===== src/rtl/circuit_tester.sv =====
// circuit_tester: drives the two-flip-flop lab circuit through all 16 input vectors and checks Y/Z against a cycle-accurate model.
module circuit_tester #(
    parameter int HOLD = 4
) (
    input  logic       CLK,
    input  logic       RST_N,
    input  logic       START,
    input  logic       Y_IN,
    input  logic       Z_IN,
    output logic       A,
    output logic       B,
    output logic       C,
    output logic       D,
    output logic [3:0] VEC,
    output logic       BUSY,
    output logic       DONE,
    output logic       PASS,
    output logic [7:0] ERR_CNT,
    output logic [3:0] FIRST_FAIL,
    output logic       MISMATCH
);
    typedef enum logic [1:0] {sIdle, sInit, sRun, sDone} stateT;
    localparam logic [3:0] holdLast = 4'(HOLD - 1);
    stateT state;
    logic initCnt;
    logic [3:0] holdCnt;
    logic q1, q2;
    logic yExp, zExp, sampleNow, isMiss;
    logic [7:0] errNext;
    always_comb begin
        yExp = q1;
        zExp = ~((q2 | C) & (B | ~q1));
        sampleNow = (state == sRun) && (holdCnt == holdLast);
        isMiss = sampleNow && ((Y_IN != yExp) || (Z_IN != zExp));
        errNext = (isMiss && ERR_CNT != 8'hFF) ? ERR_CNT + 8'd1 : ERR_CNT;
    end
    always_ff @(posedge CLK or negedge RST_N) begin
        if (!RST_N) begin
            state <= sIdle;
            initCnt <= 1'b0;
            holdCnt <= 4'd0;
            {A, B, C, D} <= 4'b0000;
            VEC <= 4'd0;
            BUSY <= 1'b0;
            DONE <= 1'b0;
            PASS <= 1'b0;
            ERR_CNT <= 8'd0;
            FIRST_FAIL <= 4'd0;
            MISMATCH <= 1'b0;
            q1 <= 1'b0;
            q2 <= 1'b0;
        end else begin
            MISMATCH <= isMiss;
            if (state == sInit || state == sRun) begin
                q1 <= (A & C) | (B & D);
                q2 <= ~((q1 & D) & (A & C));
            end
            case (state)
                sIdle, sDone: if (START) begin
                    // 1010 forces both circuit flops to 1, matching the model load below
                    state <= sInit;
                    initCnt <= 1'b0;
                    {A, B, C, D} <= 4'b1010;
                    VEC <= 4'd0;
                    BUSY <= 1'b1;
                    DONE <= 1'b0;
                    PASS <= 1'b0;
                    ERR_CNT <= 8'd0;
                    FIRST_FAIL <= 4'd0;
                    q1 <= 1'b1;
                    q2 <= 1'b1;
                end
                sInit: begin
                    initCnt <= 1'b1;
                    if (initCnt) begin
                        state <= sRun;
                        holdCnt <= 4'd0;
                        VEC <= 4'd0;
                        {A, B, C, D} <= 4'b0000;
                    end
                end
                sRun: begin
                    ERR_CNT <= errNext;
                    if (isMiss && ERR_CNT == 8'd0) FIRST_FAIL <= VEC;
                    if (sampleNow) begin
                        holdCnt <= 4'd0;
                        if (VEC == 4'hF) begin
                            state <= sDone;
                            {A, B, C, D} <= 4'b0000;
                            BUSY <= 1'b0;
                            DONE <= 1'b1;
                            PASS <= (errNext == 8'd0);
                        end else begin
                            VEC <= VEC + 4'd1;
                            {A, B, C, D} <= VEC + 4'd1;
                        end
                    end else begin
                        holdCnt <= holdCnt + 4'd1;
                    end
                end
                default: state <= sIdle;
            endcase
        end
    end
endmodule


===== config.mk =====
export PLATFORM = sky130hd
export DESIGN_NAME = circuit_tester
export DESIGN_NICKNAME = d
export VERILOG_FILES = /design/src/rtl/circuit_tester.sv
export SDC_FILE = /design/constraint.sdc
export NUM_CORES = 1
export LEC_CHECK = 0
export CAP_MARGIN = 30
export CORE_MARGIN = 2
export CORE_UTILIZATION = 48
export CTS_BUF_LIST = sky130_fd_sc_hd__clkbuf_8
export DETAILED_ROUTE_END_ITERATION = 12
export PLACE_DENSITY = 0.69
export SYNTH_ARGS = -nofsm -noshare
export SYNTH_HDL_FRONTEND = slang
export SYNTH_SLANG_ARGS = --single-unit

===== constraint.sdc =====
create_clock -name CLK -period 2.83 [get_ports CLK]
set_clock_uncertainty 0.2 [all_clocks]
set_input_delay 0.283 -clock CLK [delete_from_list [all_inputs] [get_ports CLK]]
set_output_delay 0.283 -clock CLK [all_outputs]
set_load 0.02 [all_outputs]

==> flow_summary.ini <==
[status]
status = finished clean

[global_route]
antenna_found_initial = 0
grt_max_degree = 34
grt_pass1_wl_mm = 8.02
grt_pass1_vias = 1672
overflow = 0
globalRouteTotalUtil = 0.234

[detailed_routing]
wl_met3_um = 256
vias_per_cell = 5.70
drt_iter0_markers = 157
wl_mm = 4.62
num_vias = 1767
wl_per_cell_um = 14.9
drtAntennaViolNets = 0
drc = 0
drtPass1Iterations = 4
wl_met2_mm = 2.15
m1WireLength_mm = 2.13
highest_layer = met4

[sta]
period_share = 0.946
worst-slew-pin-transition_ns = 0.730
drv_slew = 0
fmax_mhz = 373
max_slew_margin = 0.508
hold_viol_final = 0
final.setup.worst_slack_ns = 0.153
finalSetupViolCount = 0
fin_crit_ns = 2.68
rsz0062_at_grt = false
setup_tns_ns = 0

[placement]
gp_congestion = 0.845
dpl.hpwl_mm = 3.20
io_buffer_count = 28
placed_area_um2 = 2370
dp_slack_ns = 0.106

[worst_setup_path]
cp_cell_sequence = ha_1 -> or3b_4 -> a311o_1 -> buf_4 -> nor2_4 -> nand4_1 -> mux2_2 -> a32o_1
path_class = register to register
crit_arrival_ns = 2.66
startpoint = holdCnt[0]
cpPeakStageDelay_ns = 0.41
crit_fanout = 6
cp-end-kind = register
reg2reg_from = holdCnt[0]
crit_path_top_delay_cell = or3b_4
cp_data_required_time_ns = 2.81
critPathLaunchType = register

[floorplan]
std_cell_rows = 23
design.core.area_um2 = 3970
die_h_um = 68.2
die_area_um2 = 4650
die_w_um = 68.2
start_util = 0.498
ios = 29

[yosys]
ys_seq_area_frac = 0.417
synth_top_area_share = 0.417
syn_area_um2 = 1980
synth_edf_count = 0
synthArstFlopShare = 1.00
yosysWarnings = 0
avgSynthCellArea_um2 = 8.91
ys_top_cells_by_area = dfrtp_1 42%, nand2_1 5.9%, mux2i_1 5.6%, ha_1 4.4%, a21oi_1 3.5%
synth_cell_types = 42
syn-num-nets = 234
synthCells = 222
synth_ff_type = dfrtp_1
yosys.area.top_type = dfrtp_1
synth_seq_cells = 33

[power]
power_density_nw_per_um2 = 770
ir_drop_uv = 552
p_leak_nw = 1.04

[cells_and_area]
final_nets = 271
area_delta_synth_final_pct = 24.0
final_design_area_no_fill_um2 = 2450
drive_gt1_frac = 0.0923
n_antenna_cell = 0

[cts]
htree_num_levels = 2
clkTransAtPathRegs_ns = 0.07
cts_max_path_buffers = 2
clock_sinks = 33
cts_tree = done
cts_setup_buffers = 0
ctsHoldBuffers = 0
cts-resized-gates = 0
cts_root_buf = clkbuf_8
clk_latency_ns = 0.29
cts_made_buffers = 5

[worst_hold_path]
worstHoldPathType = input pin to async pin

[job]
max-cap-violations = 0
[cell families (layout without fill, tap and decap cells)]
logic type                 after synthesis  in the layout  synth area share
muxes                                   14             14            0.0727
buffers and inverters                   21             59            0.0398
xor gates and xnor gates                 3              3            0.0133
AOI/OAI and AO/OA                       55             55             0.189
and+or+nand+nor                         89             89             0.223
adders and majority gates                7              7            0.0443
DFF                                     33             33             0.417
[state kept, by name, indices dropped and copies added, names as in the netlist, 2 cells and up]
name,count
FIRST_FAIL,4
VEC,4
state,2
ERR_CNT,8
holdCnt,4
[power breakdown]
part	switching, W	total (W)	internal [W]
Combinational	0.000562	0.000899	0.000336
Sequential	0.0000882	0.000646	0.000558
Clock	0.000178	0.000345	0.000167
[final timing paths]
path	endpoint	slack [ns]	depth (start not counted)
setup / recovery	ERR_CNT[7]	0.15	8
hold / removal	ERR_CNT[6]	0.20	2
setup reg to reg	ERR_CNT[7]	0.15	8
hold reg to reg	state[1]	0.32	2
max in group asynchronous	PASS	1.92	2
min in group CLK	state[1]	0.32	2
[final cells by class]
| class | count | area, um2 |
|---|---|---|
| flip-flops and latches | 33 | 826 |
| inverters | 12 | 45.0 |
| multi-input cells | 168 | 1070 |
| fillers | 353 | 1520 |
| repair buffers | 39 | 363 |
| clock buffers | 5 | 68.8 |
| clock inverters | 3 | 15.0 |
| well taps | 50 | 62.6 |
[critical path, delay by kind of cell (launching register included)]
kind,cells,cell delay [ns]
multiplexers,1,0.31
AND/OR/NAND/NOR,3,0.66
flip-flops,1,0.39
buffers and inverters,1,0.17
AO/OA/AOI/OAI,2,0.66
adder cells (fa/ha/maj),1,0.19
[stage by stage]
stage	util	hold WS [ns]	total power, W	std cells
floorplan	-	-0.213	0.00127	222
global placement	0.597	0.300	0.00155	302
detailed placement	0.597	0.308	0.00155	302
CTS	0.618	0.213	0.00190	310
global route	0.618	0.261	0.00205	310
finish	0.618	0.199	0.00189	310
[cells in the final DEF, fill, tap and decap left out, types with 4 or more instances in the layout]
cell / n
nand2_1: 31
nor4_1: 4
clkbuf_8: 5
o21ai_0: 14
nor3_1: 4
inv_1: 14
o31ai_1: 5
dfrtp_1: 33
ha_1: 7
nand4_1: 5
a21oi_1: 14
buf_4: 11
clkdlybuf4s50_1: 28
nor2_1: 17
mux2i_1: 11
nand3_1: 10
[layer usage]
metal  up-vias  GRT usage
met5         -          0
met4         0     0.0850
met2        49      0.353
met1       830      0.324
met3         8     0.0576
li1        880          -
[cells in the mapped netlist, types with 2 or more instances]
| master | count |
|---|---|
| dfrtp_1 | 33 |
| nand2_1 | 31 |
| nor2_1 | 17 |
| a21oi_1 | 14 |
| o21ai_0 | 14 |
| inv_1 | 12 |
| mux2i_1 | 11 |
| nand3_1 | 10 |
| clkbuf_1 | 9 |
| ha_1 | 7 |
| nand4_1 | 5 |
| o31ai_1 | 5 |
| nor3_1 | 4 |
| nor4_1 | 4 |
| and3_1 | 3 |
| mux2_2 | 3 |
| nand2b_1 | 3 |
| xnor2_1 | 3 |
| a22o_1 | 2 |
| a22oi_1 | 2 |
| a31oi_1 | 2 |
| a32o_1 | 2 |
| and2_1 | 2 |
| nand3b_1 | 2 |
| nor2b_1 | 2 |
| o211ai_1 | 2 |
| o21ai_1 | 2 |
| or3_1 | 2 |
Note: power is estimated with default switching activity, not from simulation.
